## config.mk

```make
export PLATFORM = sky130hd
export DESIGN_NAME = dp_op_arbiter
export DESIGN_NICKNAME = d
export VERILOG_FILES = /design/src/rtl/dp_op_arbiter.sv
export SDC_FILE = /design/constraint.sdc
export NUM_CORES = 1
export LEC_CHECK = 0
export ABC_AREA = 0
export BUFFER_PORTS_ARGS = -buffer_cell sky130_fd_sc_hd__buf_4
export CAP_MARGIN = 20
export CORE_ASPECT_RATIO = 0.75
export CORE_UTILIZATION = 35
export CTS_CLUSTER_DIAMETER = 200
export CTS_CLUSTER_SIZE = 14
export DETAILED_ROUTE_END_ITERATION = 8
export PLACE_DENSITY_LB_ADDON = 0.3
export SLEW_MARGIN = 20
export SYNTH_ARGS = -nofsm -noshare
export SYNTH_HDL_FRONTEND = slang
export SYNTH_SLANG_ARGS = --single-unit
```

## constraint.sdc

```tcl
create_clock -name sysclk -period 2.9 [get_ports sysclk]
set_clock_uncertainty 0.15 [all_clocks]
set_input_delay 0.58 -clock sysclk [delete_from_list [all_inputs] [get_ports sysclk]]
set_output_delay 0.58 -clock sysclk [all_outputs]
set_load 0.005 [all_outputs]
```

## src/rtl/dp_op_arbiter.sv

```systemverilog
// dp_op_arbiter
// Two-requester round-robin front end for the shared operand/code datapath.
// One operation is in flight at a time: the granted request's operands are
// registered onto dp_*, the code is captured a fixed number of cycles later,
// and the result is held on rsp_* until consumed or dropped by the watchdog.
module dp_op_arbiter #(
  parameter int unsigned BUS_WIDTH  = 32,
  parameter int unsigned DP_LATENCY = 1,
  parameter logic [7:0]  DOG_LIMIT  = 8'hAC
) (
  input  logic                 sysclk,
  input  logic                 reset,
  // requester 0
  input  logic                 req0_valid,
  output logic                 req0_ready,
  input  logic [BUS_WIDTH:0]   req0_a,
  input  logic [BUS_WIDTH:0]   req0_b,
  input  logic [2:0]           req0_sel,
  // requester 1
  input  logic                 req1_valid,
  output logic                 req1_ready,
  input  logic [BUS_WIDTH:0]   req1_a,
  input  logic [BUS_WIDTH:0]   req1_b,
  input  logic [2:0]           req1_sel,
  // datapath
  output logic [BUS_WIDTH:0]   dp_a,
  output logic [BUS_WIDTH:0]   dp_b,
  output logic [2:0]           dp_sel,
  input  logic [7:0]           dp_code,
  // response
  output logic                 rsp_valid,
  input  logic                 rsp_ready,
  output logic                 rsp_id,
  output logic [7:0]           rsp_code,
  output logic                 rsp_timeout,
  output logic [7:0]           timeout_count,
  output logic                 busy
);

  // Latency counter only needs to hold DP_LATENCY-1.
  localparam int unsigned     CW       = (DP_LATENCY > 1) ? $clog2(DP_LATENCY) : 1;
  localparam logic [CW-1:0]   LAT_LOAD = CW'(DP_LATENCY - 1);
  localparam logic [CW-1:0]   LAT_ONE  = CW'(1);

  typedef enum logic [1:0] {
    S_IDLE = 2'd0,
    S_WAIT = 2'd1,
    S_RESP = 2'd2
  } state_t;

  typedef struct packed {
    logic [BUS_WIDTH:0] a;
    logic [BUS_WIDTH:0] b;
    logic [2:0]         sel;
  } op_t;

  state_t          r_state, w_next;
  op_t [1:0]       w_req;
  logic [1:0]      w_vld;
  logic            w_gnt_any, w_gnt_id, w_idle;
  logic            w_accept, w_capture, w_hs, w_expire, w_dog_hit;

  op_t             r_op;
  logic            r_rsp_id;
  logic            r_last_grant;
  logic [CW-1:0]   r_lat_cnt;
  logic            r_rsp_valid;
  logic [7:0]      r_rsp_code;
  logic [7:0]      r_dog;
  logic            r_timeout;
  logic [7:0]      r_to_cnt;
  logic            r_busy;

  assign w_req[0] = {req0_a, req0_b, req0_sel};
  assign w_req[1] = {req1_a, req1_b, req1_sel};
  assign w_vld    = {req1_valid, req0_valid};

  // Round-robin pick: a lone requester wins outright; on contention the one
  // not granted last time wins.
  always_comb begin
    w_gnt_any = |w_vld;
    w_gnt_id  = (&w_vld) ? ~r_last_grant : w_vld[1];
  end

  assign w_idle     = (r_state == S_IDLE);
  assign req0_ready = w_idle & w_gnt_any & ~w_gnt_id;
  assign req1_ready = w_idle & w_gnt_any &  w_gnt_id;

  // Expiry fires on the edge the counter would reach the limit, so rsp_valid
  // drops exactly DOG_LIMIT cycles after it rose. A limit of 0 never fires.
  assign w_dog_hit = (DOG_LIMIT != 8'd0) && ((r_dog + 8'd1) == DOG_LIMIT);

  // Sequencer state register.
  always_ff @(posedge sysclk) begin
    if (!reset) r_state <= S_IDLE;
    else        r_state <= w_next;
  end

  // Next state plus one-hot event strobes that steer the data registers.
  always_comb begin
    w_next    = r_state;
    w_accept  = 1'b0;
    w_capture = 1'b0;
    w_hs      = 1'b0;
    w_expire  = 1'b0;
    case (r_state)
      S_IDLE: begin
        if (w_gnt_any) begin
          w_accept = 1'b1;
          w_next   = S_WAIT;
        end
      end
      S_WAIT: begin
        if (r_lat_cnt == '0) begin
          w_capture = 1'b1;
          w_next    = S_RESP;
        end
      end
      S_RESP: begin
        // A handshake on the expiry cycle takes priority over the drop.
        if (rsp_ready) begin
          w_hs   = 1'b1;
          w_next = S_IDLE;
        end else if (w_dog_hit) begin
          w_expire = 1'b1;
          w_next   = S_IDLE;
        end
      end
      default: w_next = S_IDLE;
    endcase
  end

  // Operand/select latch and arbitration history; dp_* holds until next accept.
  always_ff @(posedge sysclk) begin
    if (!reset) begin
      r_op         <= '0;
      r_rsp_id     <= 1'b0;
      r_last_grant <= 1'b1;
    end else if (w_accept) begin
      r_op         <= w_req[w_gnt_id];
      r_rsp_id     <= w_gnt_id;
      r_last_grant <= w_gnt_id;
    end
  end

  // Datapath latency countdown, loaded on accept.
  always_ff @(posedge sysclk) begin
    if (!reset)                                     r_lat_cnt <= '0;
    else if (w_accept)                              r_lat_cnt <= LAT_LOAD;
    else if (r_state == S_WAIT && r_lat_cnt != '0)  r_lat_cnt <= r_lat_cnt - LAT_ONE;
  end

  // Response holding register: set on capture, cleared on handshake or drop.
  always_ff @(posedge sysclk) begin
    if (!reset) begin
      r_rsp_valid <= 1'b0;
      r_rsp_code  <= 8'd0;
    end else if (w_capture) begin
      r_rsp_valid <= 1'b1;
      r_rsp_code  <= dp_code;
    end else if (w_hs || w_expire) begin
      r_rsp_valid <= 1'b0;
    end
  end

  // Watchdog: counts cycles the held response goes unaccepted.
  always_ff @(posedge sysclk) begin
    if (!reset)
      r_dog <= 8'd0;
    else if (w_capture)
      r_dog <= 8'd0;
    else if (r_state == S_RESP && !rsp_ready && DOG_LIMIT != 8'd0)
      r_dog <= r_dog + 8'd1;
  end

  // Drop pulse and saturating drop counter.
  always_ff @(posedge sysclk) begin
    if (!reset) begin
      r_timeout <= 1'b0;
      r_to_cnt  <= 8'd0;
    end else begin
      r_timeout <= w_expire;
      if (w_expire && r_to_cnt != 8'hFF) r_to_cnt <= r_to_cnt + 8'd1;
    end
  end

  // Registered busy tracks the state the FSM is entering.
  always_ff @(posedge sysclk) begin
    if (!reset) r_busy <= 1'b0;
    else        r_busy <= (w_next != S_IDLE);
  end

  assign dp_a          = r_op.a;
  assign dp_b          = r_op.b;
  assign dp_sel        = r_op.sel;
  assign rsp_valid     = r_rsp_valid;
  assign rsp_id        = r_rsp_id;
  assign rsp_code      = r_rsp_code;
  assign rsp_timeout   = r_timeout;
  assign timeout_count = r_to_cnt;
  assign busy          = r_busy;

endmodule

```

==> run summary <==
Most frequent cells after synthesis: 101 x dfxtp_1, 81 x nor2_1, 69 x a222oi_1
Worst-path clk slew: 70 ps
FMAX: 395 MHz
Worst EP required: 2990 ps
Worst EP arrival: 2620 ps
Drt initial violations: 416
PostCTS Resize Cnt: 0
N_diodes: 0
Routed Antenna Nets: 0
Final number of setup-violating endpoints: 0
Max Cap Viol: 0
Post-CTS Hold Fix Bufs: 0
Via density: 5.55
Count leader, synth: dfxtp_1
Internal power: 0.00277 W
Syn_area_per_cell: 9.39 µm²
Detailed-route via count: 4346
Congestion Overflow GR: 0
CP Buf/Inv Count: 0
Share of layout cells above drive strength 1: 41.7%
Tot Pwr: 0.00368 W
Worst min path class: reg2reg
CP max stage delay: 520 ps
Die height: 93.6 µm
Worst VDD drop: 0.342 mV
Mapped Nets: 571
CTS sink cnt: 101
First-pass GRT wire length: 18600 µm
Final nets: 793
Mapped Area: 0.00391 mm²
Status: complete, no violations
Largest net degree at the start of global routing: 71
Yosys warns: 0
Comb pwr share: 20.5%
Initial antenna violation count: 0
Period utilisation layout: 87.3%
Netlist cell types: 38
I/O Pins: 242
WL/cell: 16.5 µm
PwrDens: 595 mW/mm²
Crit path launch type: flop
Remaining DRCs: 0
Clock Latency Late Sink: 330 ps
Synthesized flop and latch total: 101
Slowest CP cell: or4_1
CTS tree: built
Setup tns final: 0 ps
Sw Ratio: 24.9%
Yosys top cell area share: 51.7%
Clk root buf: clkbuf_16
Gate Count Post-Synth: 417
Share of total power in the clock network: 36.7%
Final Max Tran Viols: 0
Register area: 0.00202 mm²
Total CTS buffers: 9
Die ar.: 0.0116 mm²
Clk buf depth: 2
Row Count: 33
Area grow syn2layout: 58.0%
Hold Fails Final Rpt: 0
Post-synth EDFFs: 0
Seq pwr share: 42.8%
Critical-path cell list: ha_1, nand3_2, a211o_1, a22o_1, or4_1, a211oi_1
RSZ-0062 raised after global routing: no
CTS H-tree lvls: 3
Total setup buffers inserted after CTS: 0
CP Class: reg2reg
Switching power total: 0.000915 W
Hpwl dp: 9240 µm
Post-synth ARST share: 0%
Leakage: 2.76 nW
Synth area leaders: dfxtp_1 52%, a222oi_1 18%, nor2_1 7.8%
DRT Pass-1 Iters: 8
Multi-input gate area: 0.00177 mm²
Main flop type after synthesis: dfxtp_1
Overall global routing resource usage: 20.7%
Setup crit end kind: flop
Routed wire length: 13000 µm
Global placer's final weighted congestion: 0.848
Core Region: 0.0109 mm²
CP max FO: 16
Die X-Extent: 124 µm
Final min period: 2530 ps
Worst slew pin tran: 749 ps
Seq/Total Area, Yosys: 51.7%
Largest delay share family, worst path: compound AO/OA/AOI/OAI gates
Via count of the first global-routing pass: 3662
Starting Density: 35.9%
IO Port Bufs: 241
Fill count: 982
Slew HR: 50.0%
Largest area contributor in the netlist: dfxtp_1
[final timing paths]
check,start,to,slack (ps),cells after the start
setup reg to reg,r_dog[0],timeout_count[6],370,6
hold / removal,rsp_code[1],rsp_code[1],310,2
hold reg to reg,rsp_code[1],rsp_code[1],310,2
setup / recovery,r_dog[0],timeout_count[6],370,6
[cells in the final DEF (no fill, tap or decap), drive strengths merged, types with 3 or more instances in the layout]
master,count
a21oi,15
a222oi,69
and3,3
buf,248
bufinv,3
clkbuf,9
dfxtp,101
ha,3
inv,4
nand2,33
nand2b,6
nand3,9
nand3b,4
nand4,4
nor2,81
nor2b,4
nor3,5
o21ai,8
or3,3
xor2,5
[flip-flops by register name, summed over array words and instances, names as in the netlist]
signal / flops
dp_sel: 3
rsp_valid: 1
r_dog: 8
rsp_code: 8
dp_a: 33
r_last_grant: 1
busy: 1
dp_b: 33
rsp_timeout: 1
r_state: 2
timeout_count: 8
r_lat_cnt: 1
rsp_id: 1
[worst register-to-register path: stages (launching register included)]
cell      delay (ps)
dfxtp_1          490
ha_1             290
nand3_2          140
a211o_1          250
a22o_1           380
or4_1            520
a211oi_1         230
[power by group through the flow]
stage / clock, W / combinational (W) / sequential [W]
2_1_floorplan: 0 / 0.000315 / 0.00161
3_3_place_gp: 0 / 0.000745 / 0.00160
3_5_place_dp: 0 / 0.000760 / 0.00161
4_1_cts: 0.00139 / 0.000761 / 0.00158
5_1_grt: 0.00144 / 0.000826 / 0.00159
6_report: 0.00135 / 0.000754 / 0.00158
[layout make-up]
cell class	instances	area share (%)
well taps	140	2.83
inverters	3	0.182
clock inverters	6	1.80
multi-input cells	276	28.5
repair buffers	248	30.3
clock buffers	9	3.64
flip-flops and latches	101	32.7
[per-stage QoR]
step	instances	util, %	hold WS, ps	cell area (µm²)	setup WS (ps)
6_report	783	56.7	311	6180	369
5_1_grt	783	56.7	328	6180	231
4_1_cts	783	56.7	315	6180	385
3_5_place_dp	768	53.7	302	5850	238
3_3_place_gp	768	53.7	295	5850	449
2_1_floorplan	417	-	286	3910	675
[logic make-up (layout without fill, tap and decap cells)]
kind of cell               after synthesis  after routing  synth area share, %
DFF                                    101            101                 51.7
xor gates and xnor gates                 7              7                 1.57
muxes                                    2              2                0.512
and+or+nand+nor                        157            157                 17.8
AOI/OAI and AO/OA                      107            107                 23.7
adders and majority gates                3              3                0.959
buffers and inverters                   40            266                 3.84
[per-layer routing]
layer	wire [µm]	share of wire, %	GRT usage, %
met5	0	0	0
met4	223	1.7	6.65
met3	1220	9.4	5.55
met2	6440	50	35.1
met1	5070	39	25.2
Power figures use the tool's default switching activity.
